--- config.mk ---
export PLATFORM = sky130hd
export DESIGN_NAME = uart_tx_wb
export DESIGN_NICKNAME = d
export VERILOG_FILES = /design/src/rtl/uart_tx_wb.sv
export SDC_FILE = /design/constraint.sdc
export NUM_CORES = 1
export LEC_CHECK = 0
export CORE_ASPECT_RATIO = 1.4
export CORE_MARGIN = 5
export CORE_UTILIZATION = 54
export DETAILED_ROUTE_END_ITERATION = 8
export PLACE_DENSITY = 0.87
export SKIP_LAST_GASP = 1
export SLEW_MARGIN = 20
export SYNTH_ARGS = -nofsm -noshare
export SYNTH_HDL_FRONTEND = slang
export SYNTH_SLANG_ARGS = --single-unit
--- constraint.sdc ---
create_clock -name wb_clk_i -period 4 [get_ports wb_clk_i]
set_clock_uncertainty 0.15 [all_clocks]
set_input_delay 0.4 -clock wb_clk_i [delete_from_list [all_inputs] [get_ports wb_clk_i]]
set_output_delay 0.4 -clock wb_clk_i [all_outputs]
set_load 0.02 [all_outputs]
--- src/rtl/uart_tx_wb.sv ---
// Wishbone-fed 8N1 UART transmitter: bytes queue in a FIFO and tx_o falls one clock after a TXDATA accept when idle.
// Never stalls the bus; one registered ack/err per accept; TXDATA writes while full are dropped with err.
module uart_tx_wb #(
    parameter int unsigned FIFO_DEPTH  = 8,
    parameter logic [15:0] DEFAULT_DIV = 16'd867
) (
    input  logic        wb_clk_i,
    input  logic        wb_rst_i,
    input  logic        wb_cyc_i,
    input  logic        wb_stb_i,
    input  logic        wb_we_i,
    input  logic [31:0] wb_adr_i,
    input  logic [31:0] wb_dat_i,
    input  logic [3:0]  wb_sel_i,
    output logic        wb_stall_o,
    output logic        wb_ack_o,
    output logic [31:0] wb_dat_o,
    output logic        wb_err_o,
    output logic        tx_o,
    output logic        tx_empty_o
);
    localparam int unsigned AW = $clog2(FIFO_DEPTH);
    localparam int unsigned CW = AW + 1;

    typedef enum logic [1:0] {S_IDLE, S_START, S_DATA, S_STOP} state_e;

    state_e        state_q, state_d;
    logic [15:0]   baud_q, baud_d, div_q, div_d, cnt_q, cnt_d;
    logic [2:0]    bit_q, bit_d;
    logic [7:0]    shift_q, shift_d;
    logic          tx_q, tx_d;
    logic [7:0]    mem_q [FIFO_DEPTH];
    logic [AW-1:0] wptr_q, rptr_q;
    logic [CW-1:0] count_q;
    logic          ack_q, err_q;
    logic [31:0]   dat_q, rd_data;
    logic [1:0]    reg_sel;
    logic [7:0]    count8;
    logic          accept, fifo_full, fifo_empty, push, pop, busy, bad_access, bit_done;
    logic          unused_bits;

    assign accept     = wb_cyc_i & wb_stb_i;
    assign reg_sel    = wb_adr_i[3:2];
    assign fifo_full  = (count_q == CW'(FIFO_DEPTH));
    assign fifo_empty = (count_q == '0);
    assign busy       = (state_q != S_IDLE);
    assign count8     = 8'(count_q);
    assign bit_done   = (cnt_q == div_q);
    assign push       = accept & wb_we_i & (reg_sel == 2'd0) & wb_sel_i[0] & ~fifo_full;
    assign bad_access = (reg_sel == 2'd3) | (wb_we_i & (reg_sel == 2'd0) & wb_sel_i[0] & fifo_full);
    assign unused_bits = ^{wb_adr_i[31:4], wb_adr_i[1:0], wb_dat_i[31:16], wb_sel_i[3:2]};

    always_comb begin
        rd_data = '0;
        case (reg_sel)
            2'd1:    rd_data = {16'h0, count8, 5'h0, busy, fifo_empty, fifo_full};
            2'd2:    rd_data = {16'h0, baud_q};
            default: rd_data = '0;
        endcase
    end

    always_comb begin
        baud_d = baud_q;
        if (accept && wb_we_i && reg_sel == 2'd2) begin
            if (wb_sel_i[0]) baud_d[7:0]  = wb_dat_i[7:0];
            if (wb_sel_i[1]) baud_d[15:8] = wb_dat_i[15:8];
        end
    end

    always_ff @(posedge wb_clk_i or posedge wb_rst_i) begin
        if (wb_rst_i) begin
            ack_q  <= 1'b0;
            err_q  <= 1'b0;
            dat_q  <= '0;
            baud_q <= DEFAULT_DIV;
        end else begin
            ack_q  <= accept & ~bad_access;
            err_q  <= accept & bad_access;
            dat_q  <= (accept & ~bad_access & ~wb_we_i) ? rd_data : '0;
            baud_q <= baud_d;
        end
    end

    always_ff @(posedge wb_clk_i) begin
        if (push) mem_q[wptr_q] <= wb_dat_i[7:0];
    end

    always_ff @(posedge wb_clk_i or posedge wb_rst_i) begin
        if (wb_rst_i) begin
            wptr_q  <= '0;
            rptr_q  <= '0;
            count_q <= '0;
        end else begin
            if (push) wptr_q <= wptr_q + 1'b1;
            if (pop)  rptr_q <= rptr_q + 1'b1;
            count_q <= count_q + CW'(push) - CW'(pop);
        end
    end

    always_ff @(posedge wb_clk_i or posedge wb_rst_i) begin
        if (wb_rst_i) begin
            state_q <= S_IDLE;
            cnt_q   <= '0;
            bit_q   <= '0;
            shift_q <= '0;
            div_q   <= '0;
            tx_q    <= 1'b1;
        end else begin
            state_q <= state_d;
            cnt_q   <= cnt_d;
            bit_q   <= bit_d;
            shift_q <= shift_d;
            div_q   <= div_d;
            tx_q    <= tx_d;
        end
    end

    // The divisor is captured when a byte is popped, so BAUDDIV writes only affect later frames.
    always_comb begin
        state_d = state_q;
        cnt_d   = cnt_q;
        bit_d   = bit_q;
        shift_d = shift_q;
        div_d   = div_q;
        tx_d    = tx_q;
        case (state_q)
            S_IDLE: begin
                if (pop) begin
                    state_d = S_START;
                    shift_d = mem_q[rptr_q];
                    div_d   = baud_q;
                    cnt_d   = '0;
                    tx_d    = 1'b0;
                end
            end
            S_START: begin
                if (bit_done) begin
                    state_d = S_DATA;
                    cnt_d   = '0;
                    bit_d   = '0;
                    tx_d    = shift_q[0];
                end else begin
                    cnt_d = cnt_q + 16'd1;
                end
            end
            S_DATA: begin
                if (bit_done) begin
                    cnt_d = '0;
                    if (bit_q == 3'd7) begin
                        state_d = S_STOP;
                        tx_d    = 1'b1;
                    end else begin
                        bit_d   = bit_q + 3'd1;
                        shift_d = shift_q >> 1;
                        tx_d    = shift_q[1];
                    end
                end else begin
                    cnt_d = cnt_q + 16'd1;
                end
            end
            S_STOP: begin
                if (bit_done) begin
                    cnt_d = '0;
                    if (pop) begin
                        state_d = S_START;
                        shift_d = mem_q[rptr_q];
                        div_d   = baud_q;
                        tx_d    = 1'b0;
                    end else begin
                        state_d = S_IDLE;
                        tx_d    = 1'b1;
                    end
                end else begin
                    cnt_d = cnt_q + 16'd1;
                end
            end
            default: state_d = S_IDLE;
        endcase
    end

    always_comb begin
        pop = 1'b0;
        case (state_q)
            S_IDLE:  pop = ~fifo_empty;
            S_STOP:  pop = bit_done & ~fifo_empty;
            default: pop = 1'b0;
        endcase
    end

    assign tx_empty_o = fifo_empty & ~busy;
    assign tx_o       = tx_q;
    assign wb_stall_o = 1'b0;
    assign wb_ack_o   = ack_q;
    assign wb_err_o   = err_q;
    assign wb_dat_o   = dat_q;

endmodule

After elaboration in Yosys (flattened, before gate mapping)
Memories as Yosys holds them, arrays and structs flattened.
Cells that the tools add are included.
Operators by class
  add/sub/neg operators: 6
  equal/unequal tests: 15
  multiplexer cells: 34
  bitwise logic cells: 19
  reductions and logical operators: 17
Operator list (number)
  case mux 16 bit (2 select lines): 3
  two-way mux 16 bit: 4
  two-way mux 32 bit: 1
  two-way mux 8 bit: 4
  case mux 8 bit (3 select lines): 1
  adder 16 x 1 -> 16 bit, second input constant: 1
  == test 16 bit: 1
  bitwise AND 1 bit: 13
  != test 2 bit, second input constant: 6
  AND reduction 4 bit: 3
  two-way mux 2 bit: 5
  adder 3 x 1 -> 3 bit, second input constant: 3
  two-way mux 1 bit: 9
  two-way mux 3 bit: 3
  == test 2 bit, second input constant: 4
  case mux 2 bit (4 select lines): 1
  case mux 3 bit (2 select lines): 1
  AND reduction 2 bit: 3
  nonzero test 2 bit: 3
  inverter 1 bit: 5
  AND reduction 5 bit: 1
  adder 4 x 1 -> 4 bit: 1
  == test 2 x 1 -> 1 bit, second input constant: 2
  == test 4 bit, second input constant: 1
  other kinds (10): 12
Storage, ports and cells
  register bits: 106
  bits in writable memories: 64
  bits of input ports: 73
  output and inout port bits: 37
  word-level logic and storage cells: 106
  memories: 1
Memory list
  mem_q: words 8, bits a word 8, rd ports 1, clocked after Yosys merged registers in 0, write ports 1, RTL line 32  | logic [7:0] mem_q [FIFO_DEPTH];

Longest topological paths before layout
Gate-level depths: netlist of run 1.
  depth in word-level cells: 9
  depth in mapped cells: 13
  mapped depth without buffers: 12

Worst setup path before layout of run 1
Ideal clock, no wire load.
  kind: register -> register
  start: register count_q[2]
  end: register count_q[2]
  library setup time: 0.123 ns
  arrival time: 2.502 ns
  data required time: 3.727 ns
  slack: 1.225 ns
  stages on the path, launching flop included: 13
  path buffers: 1
  period minus slack after synthesis: 2.775 ns
  cells stage by stage: dfrtp_1 -> inv_1 -> ha_1 -> nor3b_1 -> a211o_1 -> clkbuf_1 -> nand2b_1 -> inv_1 -> ha_1 -> inv_1 -> ha_1 -> fa_1 -> xor2_1
On the way
  cells in the longest elaborated chain, start to end: 5
  elaborated cells on any way between the ends: 9
  classes of those cells: add/sub: 2; eq/ne: 1; mux: 1; bitwise: 4; reduce/logical: 1
RTL lines
  from (decl): RTL line 34  | logic [CW-1:0] count_q;
  from (signal assigned): RTL line 96  | count_q <= count_q + CW'(push) - CW'(pop);
  logical NOT 4 bit (*): RTL line 45  | assign fifo_empty = (count_q == '0);
  inverter 1 bit (*): RTL line 184, 185
  bitwise AND 1 bit: RTL line 185  | S_STOP: pop = bit_done & ~fifo_empty;
  case mux 1 bit (2 select lines) (*): RTL line 183  | case (state_q)
  net pop: RTL line 39  | logic accept, fifo_full, fifo_empty, push, pop, busy, bad_access, bit_done;
  subtractor 4 x 1 -> 4 bit (*): RTL line 96
The timed path passes the listed nets; every way through them passes the cells marked *.
A chain may end at the register's enable or synchronous reset.

Worst setup path in the final report of run 1
  start: register state_q[1]
  end: register count_q[3]
On the way
  cells in the longest elaborated chain, start to end: 3
  elaborated cells on any way between the ends: 4
  classes of those cells: add/sub: 1; eq/ne: 1; mux: 1; reduce/logical: 1
RTL lines
  from (decl): RTL line 27  | state_e state_q, state_d;
  from (signal assigned): RTL line 109  | state_q <= state_d;
  == test 2 bit or logical NOT 2 bit (tied branches): RTL line 183
  case mux 1 bit (2 select lines) (*): RTL line 183
  net pop: RTL line 39
  subtractor 4 x 1 -> 4 bit (*): RTL line 96
Marks and branches as above.

==> impl_metrics.toml, run 1 <==
[timing]
worst_slew_pin_slew_ns = 0.931
period_needed_ns = 3.15
slew_headroom = 0.377
clock.fmax_mhz = 318
finalSetupViolations = 0
fin_crit_sh = 0.786
fin_hold_ws_ns = 0.149
hold_viol_final = 0
slew_viol_final = 0
rsz0062_at_grt = "false"
finalSetupTns_ns = 0

[worst_setup_path]
critPathSlowestCell = "a211o_1"
path_delay_family = "compound AO/OA/AOI/OAI gates"
crit_chain = "inv_1 -> ha_1 -> inv_1 -> a211o_1 -> nand2b_1 -> inv_1 -> ha_1 -> inv_1 -> ha_1 -> a21o_1 -> a21oi_1 -> xor2_1"
critPathMaxFanout = 11
crit_required_ns = 4.19
critPathMaxStageDelay_ns = 0.46
cp-end-kind = "register"
crit_arrival_ns = 3.34
crit_path_start_kind = "register"
crit_top_cell = "inv_1"
path_class = "reg2reg"
path_buf_inv = 4

[global_route]
grt_pass1_wl_um = 24000
gr-total-overflow = 0
antenna_found_initial = 0
grt_max_degree = 41
grt_pass1_vias = 4611
grt_usage = 0.204

[clocking]
ctsRootBufferMaster = "clkbuf_16"
clock_latency_ns = 0.42
clock_sinks = 154
post_cts_buffers = 0
post_cts_resized = 0
clk_path_buf_depth = 2
cts_tree = "done"
clk_pin_slew_ns = 0.07
cts.htree.levels = 4
numCtsBuffers = 17
cts_hold_buf = 0

[floorplan]
core_um2 = 12800
die_h_um = 144
rows = 49
dieWidth_um = 106
start_util = 0.544
io_pins = 110
die_area_um2 = 15200

[yosys]
synth.top_cell.area_share = 0.300
yosysSeqAreaShare = 0.603
synth.largest_area_cell = "dfrtp_1"
syn-mean-instance-area_um2 = 13.8
synth_flop_cell = "dfrtp_1"
ys_warn_count = 0
synth_enable_flop_cells = 64
synth.area.top_cells = "dfrtp_1, edfxtp_1, mux2_2"
synth.most_common_cell = "dfrtp_1"
synth_cell_type_count = 50
async_reset_ff_frac = 0.584
netlist_top_cells_count = "dfrtp_1, edfxtp_1, nand2_1"
syn-cell-area_um2 = 6930
netlist_instances = 503
ys_ff_latch = 154

[worst_hold_path]
hold_class = "in2async"

[detailed_routing]
drtAntennaViolNets = 0
firstDrtPassIters = 7
first_iter_violations = 373
drc = 0
routed_wl_um = 14700
wl_per_cell_um = 20.3
vias = 4372
vias_per_cell = 6.04

[status]
outcome = "finished clean"

[cells_and_area]
diodes = 0
nFillCells = 866
final_layout_size_suffix_gt1_frac = 0.189
syn2layout_area_growth_pct = 17.2
fin_util = 0.637
final_nets = 651

[pwr]
powerDensity_nw_per_um2 = 678
ir_worst_vdd_v = 0.000454
leakagePower_nw = 3.38

[place]
numPortBuffers = 44
place_hpwl_um = 9830
gp_congestion = 0.856

[flow_run]
cap_violations = 0
-- flip-flops by register name, indices dropped and copies added, names as in the netlist, 2 cells and up --
name and count:
shift_q 8, cnt_q 16, bit_q 3, div_q 16, state_q 2, baud_q 16, rptr_q 3, mem_q 64
wptr_q 3, count_q 4, wb_dat_o 16
-- cell families after synthesis --
| family | count (synthesis) | share of synthesized area |
|---|---|---|
| muxes | 66 | 0.130 |
| other | 1 | 0.000541 |
| and+or+nand+nor | 125 | 0.0951 |
| buffers and inverters | 49 | 0.0370 |
| xor gates and xnor gates | 26 | 0.0328 |
| adders and majority gates | 20 | 0.0372 |
| DFF | 154 | 0.603 |
| AOI/OAI and AO/OA | 62 | 0.0635 |
-- power by group --
| group | total (W) | switching, W | internal, W |
|---|---|---|---|
| sequential | 0.00222 | 0.000322 | 0.00190 |
| combinational | 0.00166 | 0.000855 | 0.000802 |
| clock | 0.00163 | 0.000725 | 0.000908 |
| total | 0.00551 | 0.00190 | 0.00361 |
-- final timing paths --
path,start,endpoint,slack [ns],cells past startpoint
worst min register to register,tx_o$_DFFE_PP1P_,tx_o$_DFFE_PP1P_,0.37,2
min in group wb_clk_i,tx_o$_DFFE_PP1P_,tx_o$_DFFE_PP1P_,0.37,2
worst max register to register,state_q[1]$_DFFE_PP0P_,count_q[3]$_DFF_PP0_,0.85,12
worst min-delay path,wb_rst_i,wb_dat_o[14]$_DFF_PP0_,0.15,2
max in group asynchronous,wb_rst_i,rptr_q[0]$_DFFE_PP0P_,2.65,3
worst max-delay path,state_q[1]$_DFFE_PP0P_,count_q[3]$_DFF_PP0_,0.85,12
-- layout by cell type (no fill, tap or decap), drive strengths merged, types with 8 or more instances in the layout --
cell type      instances
ha                    19
nor2b                  8
edfxtp                64
o21ai                 20
xor2                  21
buf                   11
mux2i                 15
conb                  17
mux2                  35
clkbuf                17
clkdlybuf4s50         44
nor4                  11
nor2                  19
nand2                 37
mux4                  16
dfrtp                 83
and3                  16
inv                   23
-- stage by stage --
stage / area (um^2) / setup WS [ns] / std cells / power, W
finish: 8120 / 0.855 / 724 / 0.00551
global route: 8120 / 0.592 / 724 / 0.00580
CTS: 8120 / 0.858 / 724 / 0.00551
detailed placement: 7500 / 0.868 / 692 / 0.00386
global placement: 7500 / 1.02 / 692 / 0.00372
floorplan: 6990 / 1.13 / 519 / 0.00345
-- per-layer routing --
| metal | track usage | share of wire | vias up |
|---|---|---|---|
| li1 | - | - | 1953 |
| met1 | 0.244 | 0.39 | 2215 |
| met2 | 0.367 | 0.54 | 172 |
| met3 | 0.0380 | 0.051 | 32 |
| met4 | 0.0778 | 0.022 | 0 |
| met5 | 0 | 0 | - |
-- worst reg2reg max path, cell delays in order (launching register included) --
cell and delay, ns:
dfrtp_1 0.42, inv_1 0.13, ha_1 0.29, inv_1 0.17
a211o_1 0.46, nand2b_1 0.22, inv_1 0.19, ha_1 0.20
inv_1 0.07, ha_1 0.28, a21o_1 0.18, a21oi_1 0.17
xor2_1 0.16
-- cell type report --
| cell class | instances | area, um^2 | share of cell area |
|---|---|---|---|
| flip-flops and latches | 154 | 4180 | 0.515 |
| multi-input cells | 316 | 2550 | 0.314 |
| repair buffers | 55 | 523 | 0.0644 |
| clock buffers | 17 | 425 | 0.0524 |
| clock inverters | 15 | 193 | 0.0237 |
| well taps | 153 | 191 | 0.0236 |
| inverters | 14 | 53.8 | 0.00662 |
No activity file was read; power rests on OpenSTA's default activity.
==> run 2, diff against run 1 <==
CORE_UTILIZATION = 49   (was 54)
PLACE_DENSITY = 0.84   (was 0.87)
clock period = 2.85 ns   (was 4 ns; I/O delays follow)
==> run 2 against run 1 <==
Effect of this change: combinational power increased by 54%; final area increased by 1.8%; routed wire length decreased by 1.5%; sequential cell count unchanged; critical path depth decreased by 5; worst setup slack got worse by 0.71 ns; non-clock buffer count increased by 20; fmax increased by 16%; count of clock-buffer cells in the layout increased by 4; sequential power increased by 36%.
==> impl_metrics.toml, run 2 (synthesis gave the netlist of run 1 again) <==
[global_route]
grt_pass1_wl_um = 23700
grt_max_degree = 91
gr-total-overflow = 0
grt_usage = 0.182
antenna_found_initial = 0
grt_pass1_vias = 4594

[worst_setup_path]
reg2reg_from = "cnt_q[7]$_DFFE_PP0P_"
crit_arrival_ns = 2.84
critPathMaxFanout = 5
path_class = "reg2reg"
crit_path_start_kind = "register"
critPathSlowestCell = "dfrtp_1"
r2r_slack_ns = 0.15
critPathMaxStageDelay_ns = 0.44
crit_required_ns = 2.99
r2r_end = "state_q[0]$_DFFE_PP0P_"
cp-end-kind = "register"
reg2reg_depth = 7
crit_chain = "xor2_1 -> nor4_2 -> buf_4 -> nand4_1 -> o21a_1 -> or3_1 -> o32a_1"

[cells_and_area]
syn2layout_area_growth_pct = 19.3
top_register = "mem_q"
final_layout_size_suffix_gt1_frac = 0.217
final_nets = 671
nFillCells = 1050
mostFrequentLayoutCell = "dfrtp_1"
diodes = 0
largest_register_ffs = 64
layout_common_cells = "dfrtp_1, edfxtp_1, clkdlybuf4s50_1"

[clocking]
cts.htree.levels = 4
clock_sinks = 154
cts_tree = "done"
clk_pin_slew_ns = 0.06
clock_latency_ns = 0.42
clk_path_buf_depth = 2
numCtsBuffers = 17
ctsRootBufferMaster = "clkbuf_16"

[floorplan]
rows = 51
io_pins = 110
start_util = 0.498
dieWidth_um = 111
die_area_um2 = 16700
core_um2 = 13900
die_h_um = 151

[timing]
clock.fmax_mhz = 370
finalSetupViolations = 0
fin_crit_sh = 0.949
period_needed_ns = 2.70
slew_headroom = 0.463
slew_viol_final = 0
fin_ws_ns = 0.145
worst_slew_pin_slew_ns = 0.795
finalSetupTns_ns = 0
rsz0062_at_grt = "false"
hold_viol_final = 0

[place]
place_ws_ns = 0.0848
gp_congestion = 0.869
place_hpwl_um = 9670
numPortBuffers = 44

[status]
outcome = "finished clean"

[detailed_routing]
drc = 0
drtAntennaViolNets = 0
vias_per_cell = 5.65
routed_wl_um = 14500
first_iter_violations = 246
firstDrtPassIters = 4
vias = 4386
wl_per_cell_um = 18.7

[worst_hold_path]
hold_class = "in2async"

[pwr]
ir_worst_vdd_v = 0.000547
leakagePower_nw = 3.45
powerDensity_nw_per_um2 = 927

[flow_run]
cap_violations = 0
-- run 2: changes by cell type in the layout (fill, tap and decap cells not counted), moves of 2 or more --
cell	delta
clkinvlp_4	+5
inv_8	-7
clkbuf_1	+2
clkinv_4	+2
buf_4	+19
clkinv_8	-3
-- run 2: power by group --
part	total (W)	switching [W]	leakage, nW	internal [W]
sequential	0.00303	0.000362	1.72	0.00266
clock	0.00207	0.000896	0.255	0.00118
combinational	0.00256	0.00129	1.48	0.00128
total	0.00766	0.00254	3.45	0.00512
-- run 2: cell type report --
type,count,area [um^2],area share
Sequential cell,154,4180,0.506
Multi-Input combinational cell,316,2560,0.310
Timing Repair Buffer,75,686,0.0829
Clock buffer,21,463,0.0560
Tap cell,185,231,0.0280
Clock inverter,11,87.6,0.0106
Inverter,14,53.8,0.00651
-- run 2: repair_timing --
action / 4_1_cts / 5_1_grt
hold buffers: 0 / 0
resized for setup: 0 / 3
setup endpoints to repair: 0 / 3
setup buffers: 0 / 2
-- run 2: critical path, delay by kind of cell, from the launching register on --
| family | cells | cell delay [ns] |
|---|---|---|
| AOI/OAI and AO/OA | 2 | 0.57 |
| xor gates and xnor gates | 1 | 0.17 |
| buffers and inverters | 1 | 0.20 |
| DFF | 1 | 0.44 |
| and+or+nand+nor | 3 | 1.05 |
-- run 2: metrics by stage --
step	hold WS, ns	total power [W]	std cells	area [um^2]	utilization
after global routing	0.201	0.00809	776	8270	0.594
after floorplan	0.234	0.00484	519	6990	-
final	0.148	0.00766	776	8270	0.594
after global placement	0.338	0.00537	742	7690	0.553
after detailed placement	0.352	0.00553	742	7690	0.553
after CTS	0.172	0.00763	774	8240	0.593
-- run 2: routing by layer --
metal | share of wire | GRT usage | vias up
met4 | 0.020 | 0.0659 | 0
met5 | 0 | 0 | -
met1 | 0.38 | 0.211 | 2211
li1 | - | - | 1979
met2 | 0.54 | 0.330 | 173
met3 | 0.053 | 0.0446 | 23
-- run 2: how the worst max path moves through the flow --
stage | from | end | depth (start not counted)
final | cnt_q[7]$_DFFE_PP0P_ | state_q[0]$_DFFE_PP0P_ | 7
after global placement | wb_adr_i[2] | count_q[2]$_DFF_PP0_ | 11
after global routing | cnt_q[3]$_DFFE_PP0P_ | count_q[3]$_DFF_PP0_ | 11
after detailed placement | wb_adr_i[2] | count_q[2]$_DFF_PP0_ | 11
after floorplan | count_q[2]$_DFF_PP0_ | count_q[2]$_DFF_PP0_ | 12
after CTS | count_q[2]$_DFF_PP0_ | count_q[3]$_DFF_PP0_ | 13
